**src/rtl/btb_fetch_ctrl_pkg.sv**
```systemverilog
// Shared types and constants for the BTB fetch controller: per-stage
// prediction metadata layout and the sequential PC increment.
package btb_fetch_ctrl_pkg;

    localparam logic [31:0] RESET_PC_DEFAULT = 32'h0000_0000;
    localparam logic [31:0] PC_INC           = 32'd4;

    // 1 + 32 + 1 + 32 = 66 bits
    typedef struct packed {
        logic        v;
        logic [31:0] pc;
        logic        pred_taken;
        logic [31:0] pred_target;
    } meta_t;

    localparam meta_t META_INVALID = '0;

    // Wrong direction, or right direction (taken) but wrong destination.
    function automatic logic is_mispredict(input meta_t m, input logic taken,
                                           input logic [31:0] target);
        return (taken != m.pred_taken) ||
               (taken && m.pred_taken && (target != m.pred_target));
    endfunction

endpackage

```
**src/rtl/btb_fetch_ctrl_meta_pipe.sv**
```systemverilog
// Two-stage shift register carrying prediction metadata from IF to EX,
// with kill (mispredict), hold (stall, bubbles ID/EX) and sync reset.
module pred_meta_pipe
    import btb_fetch_ctrl_pkg::*;
(
    input  logic  clk_i,
    input  logic  rst_i,
    input  logic  kill_i,
    input  logic  hold_i,
    input  meta_t capture_i,
    output meta_t id_ex_o
);

    meta_t if_id_q, if_id_d;
    meta_t id_ex_q, id_ex_d;

    always_comb begin
        if_id_d = if_id_q;
        id_ex_d = id_ex_q;
        if (kill_i) begin
            // Kill wins over hold: both wrong-path slots are discarded.
            if_id_d = META_INVALID;
            id_ex_d = META_INVALID;
        end else if (hold_i) begin
            id_ex_d = META_INVALID;
        end else begin
            if_id_d = capture_i;
            id_ex_d = if_id_q;
        end
    end

    always_ff @(posedge clk_i) begin
        if (rst_i) begin
            if_id_q <= META_INVALID;
            id_ex_q <= META_INVALID;
        end else begin
            if_id_q <= if_id_d;
            id_ex_q <= id_ex_d;
        end
    end

    assign id_ex_o = id_ex_q;

endmodule

```
**src/rtl/btb_fetch_ctrl.sv**
```systemverilog
// Fetch PC owner around the BTB: next-PC selection, EX-stage resolution of
// carried predictions, BTB update / redirect generation and statistics.
module btb_fetch_ctrl
    import btb_fetch_ctrl_pkg::*;
#(
    parameter logic [31:0] RESET_PC = RESET_PC_DEFAULT,
    parameter int          CNT_W    = 32
) (
    input  logic             clk,
    input  logic             rst,
    input  logic             stall,
    input  logic [31:0]      btb_target,
    input  logic             btb_valid,
    input  logic             btb_taken,
    input  logic             ex_valid,
    input  logic             ex_is_cti,
    input  logic             ex_taken,
    input  logic [31:0]      ex_target,
    output logic [31:0]      pc,
    output logic             flush,
    output logic             btb_update,
    output logic [31:0]      btb_update_pc,
    output logic [31:0]      btb_update_target,
    output logic             btb_mispredicted,
    output logic [CNT_W-1:0] branch_cnt,
    output logic [CNT_W-1:0] mispred_cnt
);

    logic [31:0]      pc_q, pc_d;
    logic [CNT_W-1:0] branch_cnt_q, branch_cnt_d;
    logic [CNT_W-1:0] mispred_cnt_q, mispred_cnt_d;

    meta_t       meta_ex;
    meta_t       capture;
    logic        pred_taken;
    logic        resolve;
    logic        mispred;
    logic [31:0] correct_pc;

    assign pred_taken = btb_valid & btb_taken;
    assign capture    = '{v: 1'b1, pc: pc_q, pred_taken: pred_taken, pred_target: btb_target};

    pred_meta_pipe u_meta_pipe (
        .clk_i     (clk),
        .rst_i     (rst),
        .kill_i    (mispred),
        .hold_i    (stall),
        .capture_i (capture),
        .id_ex_o   (meta_ex)
    );

    // Gated by rst so a resolution pending at reset neither updates nor flushes.
    assign resolve    = ~rst & ex_valid & ex_is_cti & meta_ex.v;
    assign mispred    = resolve & is_mispredict(meta_ex, ex_taken, ex_target);
    assign correct_pc = ex_taken ? ex_target : (meta_ex.pc + PC_INC);

    always_comb begin
        pc_d = pc_q + PC_INC;
        if (mispred) begin
            pc_d = correct_pc;
        end else if (stall) begin
            pc_d = pc_q;
        end else if (pred_taken) begin
            pc_d = btb_target;
        end
    end

    always_comb begin
        branch_cnt_d  = branch_cnt_q;
        mispred_cnt_d = mispred_cnt_q;
        if (resolve && !(&branch_cnt_q)) begin
            branch_cnt_d = branch_cnt_q + CNT_W'(1);
        end
        if (mispred && !(&mispred_cnt_q)) begin
            mispred_cnt_d = mispred_cnt_q + CNT_W'(1);
        end
    end

    always_ff @(posedge clk) begin
        if (rst) begin
            pc_q          <= RESET_PC;
            branch_cnt_q  <= '0;
            mispred_cnt_q <= '0;
        end else begin
            pc_q          <= pc_d;
            branch_cnt_q  <= branch_cnt_d;
            mispred_cnt_q <= mispred_cnt_d;
        end
    end

    assign pc                = pc_q;
    assign flush             = mispred;
    assign btb_update        = resolve;
    assign btb_update_pc     = meta_ex.pc;
    assign btb_update_target = ex_target;
    assign btb_mispredicted  = mispred;
    assign branch_cnt        = branch_cnt_q;
    assign mispred_cnt       = mispred_cnt_q;

endmodule
```
**config.mk**
```make
export PLATFORM = sky130hd
export DESIGN_NAME = btb_fetch_ctrl
export DESIGN_NICKNAME = d
export VERILOG_FILES = /design/src/rtl/btb_fetch_ctrl_pkg.sv /design/src/rtl/btb_fetch_ctrl_meta_pipe.sv /design/src/rtl/btb_fetch_ctrl.sv
export SDC_FILE = /design/constraint.sdc
export NUM_CORES = 1
export LEC_CHECK = 0
export BUFFER_PORTS_ARGS = -buffer_cell sky130_fd_sc_hd__buf_2
export CORE_ASPECT_RATIO = 2
export CORE_MARGIN = 2
export CORE_UTILIZATION = 59
export DETAILED_ROUTE_END_ITERATION = 6
export PLACE_DENSITY = 0.86
export SLEW_MARGIN = 30
export SYNTH_ARGS = -nofsm -noshare
export SYNTH_HDL_FRONTEND = slang
export SYNTH_HIERARCHICAL = 1
export SYNTH_SLANG_ARGS = --single-unit
```
**constraint.sdc**
```tcl
create_clock -name clk -period 4.1 [get_ports clk]
set_input_delay 0.82 -clock clk [delete_from_list [all_inputs] [get_ports clk]]
set_output_delay 0.82 -clock clk [all_outputs]
set_load 0.01 [all_outputs]
```
==> After elaboration in Yosys (flattened, before gate mapping) <==
Cells that the tools add are included.
{ "op_classes": {"add_sub_neg": 4, "n_eq_ne": 3, "n_mux": 4, "bitwise_logic": 6, "reduce_logical": 11} }
{ "ops": {"columns": ["operator", "n"], "rows": [
  ["$mux W32", 4],
  ["$add A32 B1 Y32 const B", 2],
  ["$add A32 B3 Y32 const B", 2],
  ["$reduce_and A32 Y1", 2],
  ["$ne A32 B32 Y1", 1],
  ["$and A1 B1 Y1", 5],
  ["$logic_and A1 B1 Y1", 4],
  ["$reduce_or A3 Y1", 1],
  ["$logic_not A1 Y1", 2],
  ["$ne A2 B1 Y1 const B", 1],
  ["$reduce_or A2 Y1", 1],
  ["$logic_or A1 B1 Y1", 1],
  ["$ne A1 B1 Y1", 1],
  ["$not A1 Y1", 1]
]} }
{ "word_totals": {"reg_bits": 228, "in_bits": 72, "out_inout_bits": 163, "word_cells": 39} }

==> Depth between registers and ports, before layout <==
Gate-level depths: netlist (run 1).
{ "depth": {"depth_word": 6, "depth_mapped": 12, "mapped_depth_nobuf": 9} }

==> By module <==
Netlist (run 1), hierarchy kept.
{ "by_module_without_submodules": {"columns": ["module", "instances", "cells_per_inst", "area_per_inst_um2", "seq_area_each_um2"], "rows": [
  ["btb_fetch_ctrl", 1, 873, 6678.9, 1921.8],
  ["pred_meta_pipe", 1, 354, 4185.3, 2642.5]
]} }

==> Worst setup path after synthesis (run 1) <==
OpenSTA, ideal clock, no wires.
{ "synth_path": {"path_type": "input to output", "from": "input ex_target[16]", "to": "output flush", "t_arrival_ps": 2388, "t_required_ps": 3280, "setup_slack_ps": 892, "cell_stages": 8, "n_path_buf": 2, "path_cell_list": "xor2_1 nor4_1 nand4_1 o211a_1 nor2_2 inv_1 clkbuf_1 buf_4"} }
{ "synth_via": {"elab_chain_cells": 4} }
{ "synth_lines": {"columns": ["item", "line", "text"], "rows": [
  ["start: declaration", "btb_fetch_ctrl.sv:18", "input logic [31:0] ex_target,"],
  ["$ne A32 B32 Y1", "btb_fetch_ctrl_pkg.sv:22", "(taken && m.pred_taken && (target != m.pred_target));"],
  ["$logic_and A1 B1 Y1", "btb_fetch_ctrl_pkg.sv:22", null],
  ["$logic_or A1 B1 Y1", "btb_fetch_ctrl_pkg.sv:21", "return (taken != m.pred_taken) ||"],
  ["$and A1 B1 Y1", "btb_fetch_ctrl.sv:54", "assign mispred = resolve & is_mispredict(meta_ex, ex_taken, ex_target);"],
  ["end: declaration", "btb_fetch_ctrl.sv:20", "output logic flush,"]
]} }
No other way between the ends.

==> Worst setup path after layout (run 1) <==
{ "layout_path": {"from": "input ex_target[21]", "to": "output flush"} }
Same word-level chain as after synthesis.

==> results.md, run 1 <==
- Clock Latency Late Sink: 500 ps
- Commonest cells after routing, fill and taps aside: buf_2 (233), dfxtp_1 (228), nor2_1 (179)
- Cells after Synth: 1,227
- Setup crit start: ex_target[21]
- Share of flip-flops with an asynchronous set or reset: 0
- CTS max path bufs: 3
- Layout cells sized above 1: 0.221
- Post-synthesis simple-gate area fraction: 0.242
- First-pass GRT wire length: approximately 48 mm
- Post-Synthesis Net Count: about 1,300
- Post-Synth XOR/XNOR Area: 0.0750
- Layout area overhead: 15.1%
- Syn avg cell area: 8.85 µm²
- Routed WL: about 30 mm
- Die ar.: 0.0196 mm²
- Initial antenna violation count: 1
- Worst reg-to-reg setup slack: 1000 ps
- Final min period: ~3700 ps
- HP Class: flip-flop to flip-flop
- Vias in the first global route: roughly 9,600
- # rows: 70
- CTS tree: yes
- Most used cell, CP: buf_2
- Root buffer cell: clkbuf_16
- Worst Path Required: 3280 ps
- EDFF count, synth: 0
- Buf+Inv Stages, Crit Path: 3
- TritonCTS Sinks: roughly 230
- Sequential area share after synthesis: 0.420
- Slowest cell on the critical path: nor4_1
- FF-to-FF End: pc[28]$_SDFFE_PP0P_
- Power after layout: approximately 0.0047 W
- Mapped Area: between 0.01 and 0.015 mm²
- Register bit total from synthesis: about 230
- Area of the multi-input gates: 0.00561 mm²
- GRT Util Overall: 0.302
- Final worst slack: around 400 ps
- Fin nets: around 1,500
- Worst Skew: approximately 13 ps
- Largest family of logic cells by synthesized area: simple AND/OR/NAND/NOR gates
- Max Fclk: roughly 270 MHz
- Peak supply drop: between 0.3 and 0.4 mV
- Max-Cap Viols: 0
- Die H: just under 200 µm
- Critical Path End Type: output port
- Final-report max-slew violation count: 0
- # setup viols final: 0
- R2R cell count: 8
- FF/Latch Area: roughly 0.0046 mm²
- Pre-CTS setup slack: approximately 420 ps
- Worst Setup EP: flush
- Fin Setup TNS: 0 ps
- Resize count post-CTS: 0
- Clock transition at path regs: about 70 ps
- Top_reg_cell synth: dfxtp_1
- CP cell instances: buf_2 -> xor2_1 -> nor4_1 -> nand4_1 -> o211a_1 -> nor2_4 -> inv_1 -> buf_2
- Final RePlAce weighted congestion: approximately 0.93
- Number of stages on the worst setup path: 8
- H-tree depth: 1
- First DRT Iteration DRCs: ~490
- Worst setup path category: input pin to output port
- Unrepaired setup endpoints after global routing: no
- Post-synthesis mux area share: 0.0821
- Global route total overflow: 0
- Slew margin rel.: 0.392
- Post-route cell area: approximately 0.013 mm²
- Vias/cell: 6.00
- Final Hold Vio Count: 0
- Slew of the pin with the lowest slew margin: between 900 and 1000 ps
- Complex-gate fraction of the synthesized area: 0.111
- Initial Util: 0.599
- Pleak: around 5.5 nW
- Drc violations: 0
- Fillers: 1,438
- Critical path arrival: between 2000 and 3000 ps
- Area of the core: between 0.015 and 0.02 mm²
- CTS buffer count: 21
- I/O Pins: approximately 240
- Post-placement cell area: approximately 0.012 mm²
- Hold_buf cts: 0
- Outcome: complete, no violations
- Post-route ant nets: 0
- CP Max Fanout: 10
- Total number of yosys warnings: 6
- Routed via count: 9,761
- TritonRoute pass-1 iters: 5
- Avg WL per Cell: around 19 µm
- Die Wd: 100 µm
- Final worst path period share: 0.899
- Largest stage delay, worst path: approximately 620 ps
- Post-CTS setup buffer count: 0
- IO Port Bufs: approximately 230
- Power Density: ~380 mW/mm²
- Most common cell after layout, fill and taps aside: buf_2
- Startpoint Class: input pin
- Critical path's top delay family: simple AND/OR/NAND/NOR gates
- R2r startpoint: u_meta_pipe/id_ex_o[21]$_SDFF_PP0_
- Yosys cell types: around 70
- Post-DP HPWL: roughly 22 mm
- Largest net degree at the start of global routing: 94
- Adder-Cell Fraction of Synth Area: 0.00576
==> worst min path at each step <==
stage / slack, ps / start / cells past startpoint / end
3_3_place_gp: 430 / u_meta_pipe/if_id_q[21]$_SDFFE_PP0N_ / 1 / u_meta_pipe/id_ex_o[21]$_SDFF_PP0_
3_5_place_dp: 440 / u_meta_pipe/if_id_q[20]$_SDFFE_PP0N_ / 1 / u_meta_pipe/id_ex_o[20]$_SDFF_PP0_
5_1_grt: 470 / u_meta_pipe/if_id_q[43]$_SDFFE_PP0N_ / 1 / u_meta_pipe/id_ex_o[43]$_SDFF_PP0_
4_1_cts: 460 / u_meta_pipe/if_id_q[1]$_SDFFE_PP0N_ / 1 / u_meta_pipe/id_ex_o[1]$_SDFF_PP0_
2_1_floorplan: 430 / u_meta_pipe/if_id_q[22]$_SDFFE_PP0N_ / 1 / u_meta_pipe/id_ex_o[22]$_SDFF_PP0_
6_report: 460 / u_meta_pipe/if_id_q[10]$_SDFFE_PP0N_ / 1 / u_meta_pipe/id_ex_o[10]$_SDFF_PP0_
==> flip-flops by register name (all words and copies together) (netlist names) <==
signal	count
u_meta_pipe/id_ex_o	66
u_meta_pipe/if_id_q	66
branch_cnt	32
mispred_cnt	32
pc	32
==> synth_stat cells, drive strengths merged, types with 5 or more instances <==
library cell / instances / area [µm²]
nand2: 64 / 240
o221ai: 11 / 96.3
ha: 5 / 62.6
o21ai: 41 / 209
or4: 5 / 37.5
and2: 78 / 489
a21oi: 61 / 309
o211ai: 5 / 37.5
mux2i: 79 / 791
xor2: 75 / 657
and3: 24 / 151
nor2b: 13 / 81.3
or3: 14 / 87.6
nor3: 17 / 106
nand4: 34 / 228
a41oi: 6 / 52.6
buf: 64 / 498
a211oi: 13 / 97.6
nor2: 180 / 678
a31oi: 11 / 68.8
inv: 11 / 41.3
mux2: 9 / 101
xnor2: 18 / 158
nand3: 52 / 260
dfxtp: 228 / 4560
nor4: 10 / 68.8
and4: 10 / 90.1
o22ai: 11 / 68.8
clkbuf: 36 / 145
==> worst reg2reg max path: cells and delay by family (launching register included) <==
family / cells / cell delay [ps]
AO/OA/AOI/OAI: 2 / 670
XOR/XNOR: 1 / 210
buffers and inverters: 1 / 480
flip-flops: 1 / 310
AND/OR/NAND/NOR: 4 / 1330
==> kinds of logic after synthesis <==
group | Yosys count
multiplexers | 88
other | 1
AO/OA/AOI/OAI | 188
AND/OR/NAND/NOR | 512
XOR/XNOR | 93
buffers and inverters | 112
flip-flops | 228
adder cells (fa/ha/maj) | 5
==> layer usage <==
metal | vias up | routed length, µm | track usage
met5 | - | 0 | 0
met4 | 0 | 1800 | 0.176
li1 | 4587 | - | -
met3 | 108 | 2030 | 0.0338
met2 | 454 | 16100 | 0.558
met1 | 4612 | 10500 | 0.323
==> stage by stage <==
stage / utilization / cells / hold WS [ps]
6_report: 0.690 / 1627 / 457
5_1_grt: 0.690 / 1627 / 467
4_1_cts: 0.689 / 1626 / 457
3_5_place_dp: 0.651 / 1592 / 443
3_3_place_gp: 0.651 / 1592 / 433
2_1_floorplan: - / 1227 / 430
==> layout make-up <==
| class | count | share of cell area |
|---|---|---|
| inverter | 11 | 0.00330 |
| clock buffer | 32 | 0.0525 |
| sequential | 228 | 0.365 |
| tap | 216 | 0.0216 |
| timing repair buffer | 250 | 0.105 |
| clock inverter | 2 | 0.00330 |
| antenna | 1 | 0.000200 |
| multi-input combinational | 887 | 0.449 |
==> power by group <==
| group | internal, W | total (W) | switching (W) |
|---|---|---|---|
| logic | 0.000145 | 0.000378 | 0.000233 |
| clock network | 0.00116 | 0.00201 | 0.000843 |
| registers | 0.00227 | 0.00232 | 0.0000482 |
No activity file was read; power rests on OpenSTA's default activity.
==> run 2, diff against run 1 <==
REMOVE_ABC_BUFFERS = 1   (was not set)
==> run 2 against run 1 <==
Against the previous run: utilization increased by 0.26 points; final area increased by 0.37%; combinational power about the same; worst hold slack got worse by 11 ps; maximum frequency decreased by 5.5%; cell count increased by 0.18%; global-route usage increased by 0.57 points; power increased by 2.1%; clock skew increased by 4.4 ps; setup slack got worse by 210 ps; via count about the same; sequential cell count unchanged; largest power group unchanged.
==> results.md, run 2 (synthesis results as in run 1) <==
- Worst Path Required: 3280 ps
- CTS tree: yes
- Antenna cell count: 0
- Routed via count: between 9,000 and 10,000
- Commonest cells after routing, fill and taps aside: buf_2 (233), dfxtp_1 (228), nor2_1 (179)
- CTS max path bufs: 3
- Outcome: complete, no violations
- Post-route ant nets: 0
- Final min period: between 3000 and 4000 ps
- Die H: between 150 and 200 µm
- Power after layout: approximately 0.0048 W
- Pleak: about 5.5 nW
- Area of the core: roughly 0.018 mm²
- Critical hold path startpoint: u_meta_pipe/if_id_q[5]$_SDFFE_PP0N_
- TritonCTS Sinks: 228
- Final Hold Vio Count: 0
- Critical path arrival: between 3000 and 4000 ps
- Worst reg-to-reg setup slack: 690 ps
- Resize count post-CTS: 0
- Final RePlAce weighted congestion: 0.938
- FF-to-FF End: u_meta_pipe/if_id_q[49]$_SDFFE_PP0N_
- Layout cells sized above 1: 0.223
- Initial Util: 0.599
- Fin Setup TNS: 0 ps
- Worst Setup EP: flush
- Clock transition at path regs: about 70 ps
- H-tree depth: 1
- Final-report max-slew violation count: 0
- Power Density: between 300 and 400 mW/mm²
- Max Fclk: approximately 260 MHz
- Initial antenna violation count: 0
- Final worst path period share: 0.952
- Layout area overhead: 15.5%
- Final core utilization: 0.692
- HP Class: flip-flop to flip-flop
- Die ar.: between 0.015 and 0.02 mm²
- R2r startpoint: u_meta_pipe/id_ex_o[4]$_SDFF_PP0_
- R2R cell count: 9
- Post-CTS setup buffer count: 0
- First-pass GRT wire length: 48.1 mm
- Vias/cell: roughly 6
- Post-DP HPWL: approximately 22 mm
- CP Max Fanout: 10
- Post-route cell area: around 0.013 mm²
- Avg WL per Cell: about 19 µm
- CTS buffer count: 22
- Global route total overflow: 0
- TritonRoute pass-1 iters: 5
- Worst setup path category: input pin to output port
- Slew margin rel.: 0.430
- Setup crit start: ex_target[4]
- Die Wd: ~100 µm
- I/O Pins: 235
- Hold_buf cts: 0
- First DRT Iteration DRCs: 544
- Root buffer cell: clkbuf_16
- Peak supply drop: approximately 0.36 mV
- Unrepaired setup endpoints after global routing: no
- Vias in the first global route: about 9,300
- Drc violations: 0
- Routed WL: 30.9 mm
- Most common cell after layout, fill and taps aside: buf_2
- Startpoint Class: input pin
- IO Port Bufs: between 200 and 250
- Largest net degree at the start of global routing: 63
- GRT Util Overall: 0.308
- # rows: 70
- Max-Cap Viols: 0
- Critical Path End Type: output port
- Post-placement cell area: approximately 0.012 mm²
- Worst Skew: ~17 ps
- Fin nets: 1,475
- Clock Latency Late Sink: ~520 ps
- # setup viols final: 0
- Slew of the pin with the lowest slew margin: ~850 ps
## run 2: routing by layer
metal  track usage  vias to the layer above  wire [µm]
li1              -                     4603          -
met1         0.329                     4604      10600
met2         0.566                      429      16500
met3        0.0385                      116       1760
met4         0.179                        0       1970
met5             0                        -          0
## run 2: area by class of cell
type	count	area, µm²
multi-input cells	887	5610
fillers	1471	5580
flip-flops and latches	228	4560
repair buffers	248	1300
clock buffers	32	679
well taps	216	270
clock inverters	8	73.8
inverters	11	41.3
## run 2: report_power, final
group,internal [W],switching [W],leakage (nW)
clock,0.00122,0.000882,0.370
sequential,0.00227,0.0000504,1.85
combinational,0.000146,0.000235,3.33
## run 2: stage by stage
step	cells	hold slack (ps)	setup slack, ps
finish	1630	446	198
global route	1630	467	289
CTS	1630	453	329
detailed placement	1590	441	209
global placement	1590	433	264
floorplan	1126	430	-331
## run 2: worst max-delay path, cell delays in order
cell and delay [ps]:
buf_2 120, xor2_1 230, nor4_1 720, nand4_1 280, o211a_1 360, nor2_4 130
inv_1 190, buf_2 210
## run 2: worst min path at each step
stage	slack, ps	depth (start not counted)	end
floorplan	430	1	u_meta_pipe/id_ex_o[0]$_SDFF_PP0_
global placement	430	1	u_meta_pipe/id_ex_o[14]$_SDFF_PP0_
detailed placement	440	1	u_meta_pipe/id_ex_o[35]$_SDFF_PP0_
CTS	450	1	u_meta_pipe/id_ex_o[5]$_SDFF_PP0_
global route	470	1	u_meta_pipe/id_ex_o[11]$_SDFF_PP0_
finish	450	1	u_meta_pipe/id_ex_o[5]$_SDFF_PP0_
==> run 3, diff against run 2 <==
PLACE_DENSITY = 0.85   (was 0.86)
SYNTH_HIERARCHICAL = not set   (was 1)
==> run 3 against run 2 <==
Against the previous run: synthesized cell count grew 3.9%; worst hold slack gained 8.1 ps; first-iteration DRC count grew 17%; routed wire length grew 3.7%; via count grew 2.8%; synthesized area grew 1.6%; critical path type unchanged.
==> results.md, run 3 <==
- Area of the core: between 0.015 and 0.02 mm²
- CP Max Fanout: 4
- Slew margin rel.: 0.374
- Global route total overflow: 0
- Pre-CTS setup slack: slightly below 800 ps
- Sequential Power Share: 0.486
- Internal power: around 0.0036 W
- Largest net degree at the start of global routing: 85
- Psw: 0.00115 W
- Slew of the pin with the lowest slew margin: between 900 and 1000 ps
- Commonest cells in the netlist: dfxtp_1 (228), nor2_1 (164), nand2_1 (84)
- Final worst path period share: 0.820
- HP Class: flip-flop to flip-flop
- # setup viols final: 0
- Max-Cap Viols: 0
- Final-report max-slew violation count: 0
- Sequential area share after synthesis: 0.414
- Fin Setup TNS: 0 ps
- Worst hold path depth: 1
- Cells after DPL: approximately 1,600
- Post-placement cell area: about 0.012 mm²
- First-pass GRT wire length: 49.1 mm
- Top cells by area, synth: dfxtp_1 (41%), mux2i_1 (7.1%), nor2_1 (5.6%), xnor2_1 (4.8%), buf_4 (4.4%)
- Post-CTS setup buffer count: 0
- Post-Layout Cell Count: around 1,600
- CTS tree: yes
- Hold_buf cts: 0
- Routed via count: about 10,000
- Final RePlAce weighted congestion: between 0.9 and 1
- Max Fclk: between 200 and 300 MHz
- CTS buffer count: 21
- Startpoint Class: input pin
- Unrepaired setup endpoints after global routing: no
- Layout area overhead: 13.7%
- Most common cell after layout, fill and taps aside: buf_2
- EDFF count, synth: 0
- H-tree depth: 1
- I/O Pins: roughly 240
- Power Density: between 300 and 400 mW/mm²
- Initial Util: 0.603
- TritonCTS Sinks: 228
- Outcome: complete, no violations
- Post-route cell area: between 0.01 and 0.015 mm²
- Pleak: between 5 and 6 nW
- Vias/cell: between 6 and 7
- Final worst slack: between 700 and 800 ps
- Syn avg cell area: a little under 9 µm²
- GRT Util Overall: 0.312
- Final Hold Vio Count: 0
- Share of flip-flops with an asynchronous set or reset: 0
- Die ar.: between 0.015 and 0.02 mm²
- TritonRoute pass-1 iters: 5
- Clock Latency Late Sink: around 500 ps
- Cells after Synth: between 1,000 and 1,500
- Die H: ~200 µm
- IO Port Bufs: about 230
- Post-DP HPWL: ~23 mm
- Commonest cells after routing, fill and taps aside: buf_2 (233), dfxtp_1 (228), nor2_1 (163)
- Mapped Area: roughly 0.011 mm²
- Root buffer cell: clkbuf_16
- Clock transition at path regs: 70 ps
- Yosys cell types: 70
- # rows: 70
- Initial antenna violation count: 0
- Final min period: ~3400 ps
- Clock Power Share: 0.433
- Layout cells sized above 1: 0.217
- Fin nets: approximately 1,500
- Post-route ant nets: 0
- Vias in the first global route: 9,749
- Power share of the combinational group: 0.081
- Resize count post-CTS: 0
- Cell taking the most area after synthesis: dfxtp_1
- Worst Path Required: about 3300 ps
- Total number of yosys warnings: 0
- Die Wd: ~100 µm
- CTS max path bufs: 3
- Most numerous cell in the Yosys netlist: dfxtp_1
- R2R cell count: 8
- Peak supply drop: ~0.38 mV
- Critical path arrival: between 2000 and 3000 ps
- Avg WL per Cell: a little under 20 µm
- Routed WL: between 30 and 40 mm
- Drc violations: 0
- Register bit total from synthesis: approximately 230
- First DRT Iteration DRCs: approximately 640
- Yosys top cell area share: 0.414
- Top_reg_cell synth: dfxtp_1
- Critical Path End Type: output port
- Worst setup path category: input pin to output port
- Worst Skew: roughly 11 ps
- Sw Ratio: 0.242
-- run 3: worst max-delay path, cell delays in order --
cell and delay [ps]:
buf_2 120, xnor2_1 360, nand4_1 270, nor4_4 420, a21oi_2 170, nor2_4 150, inv_2 80, buf_2 150
-- run 3: power by group through the flow --
| stage | clock network, W | registers, W | logic (W) |
|---|---|---|---|
| 2_1_floorplan | 0 | 0.00236 | 0.000162 |
| 3_3_place_gp | 0 | 0.00237 | 0.000373 |
| 3_5_place_dp | 0 | 0.00237 | 0.000380 |
| 4_1_cts | 0.00209 | 0.00232 | 0.000382 |
| 5_1_grt | 0.00217 | 0.00233 | 0.000413 |
| 6_report | 0.00207 | 0.00232 | 0.000386 |
-- run 3: per-stage QoR --
stage,total power (W),utilization,hold slack [ps]
2_1_floorplan,0.00253,-,421
3_3_place_gp,0.00274,0.646,430
3_5_place_dp,0.00275,0.646,442
4_1_cts,0.00479,0.685,448
5_1_grt,0.00491,0.685,458
6_report,0.00478,0.686,454
-- run 3: logic make-up after synthesis --
group                      Yosys count  synth area share
AOI/OAI and AO/OA                  204             0.116
xor gates and xnor gates            91            0.0722
adders and majority gates            5           0.00567
buffers and inverters              152            0.0756
DFF                                228             0.414
muxes                               83            0.0759
and+or+nand+nor                    512             0.241
-- run 3: worst paths after layout --
path | slack (ps) | endpoint | from
worst max-delay path | 740 | btb_mispredicted | ex_target[14]
worst max register to register | 1390 | pc[31]$_SDFFE_PP0P_ | u_meta_pipe.id_ex_o[14]$_SDFF_PP0_
worst min-delay path | 450 | u_meta_pipe.id_ex_o[0]$_SDFF_PP0_ | u_meta_pipe.if_id_q[0]$_SDFFE_PP0N_
worst min register to register | 450 | u_meta_pipe.id_ex_o[0]$_SDFF_PP0_ | u_meta_pipe.if_id_q[0]$_SDFFE_PP0N_
-- run 3: final cells by class --
type / instances / area [µm²]
tap: 216 / 270
clock inverter: 11 / 139
inverter: 16 / 60.1
clock buffer: 25 / 581
timing repair buffer: 246 / 1290
fill: 1490 / 5760
multi-input combinational: 895 / 5640
antenna: 1 / 2.50
sequential: 228 / 4560
-- run 3: layer usage --
layer / wire [µm] / GRT usage / part of all wire / vias to the layer above
met5: 0 / 0 / 0 / -
met4: 2480 / 0.225 / 0.078 / 0
met3: 1990 / 0.0449 / 0.062 / 143
met2: 17000 / 0.566 / 0.53 / 463
met1: 10600 / 0.316 / 0.33 / 4772
li1: - / - / - / 4649
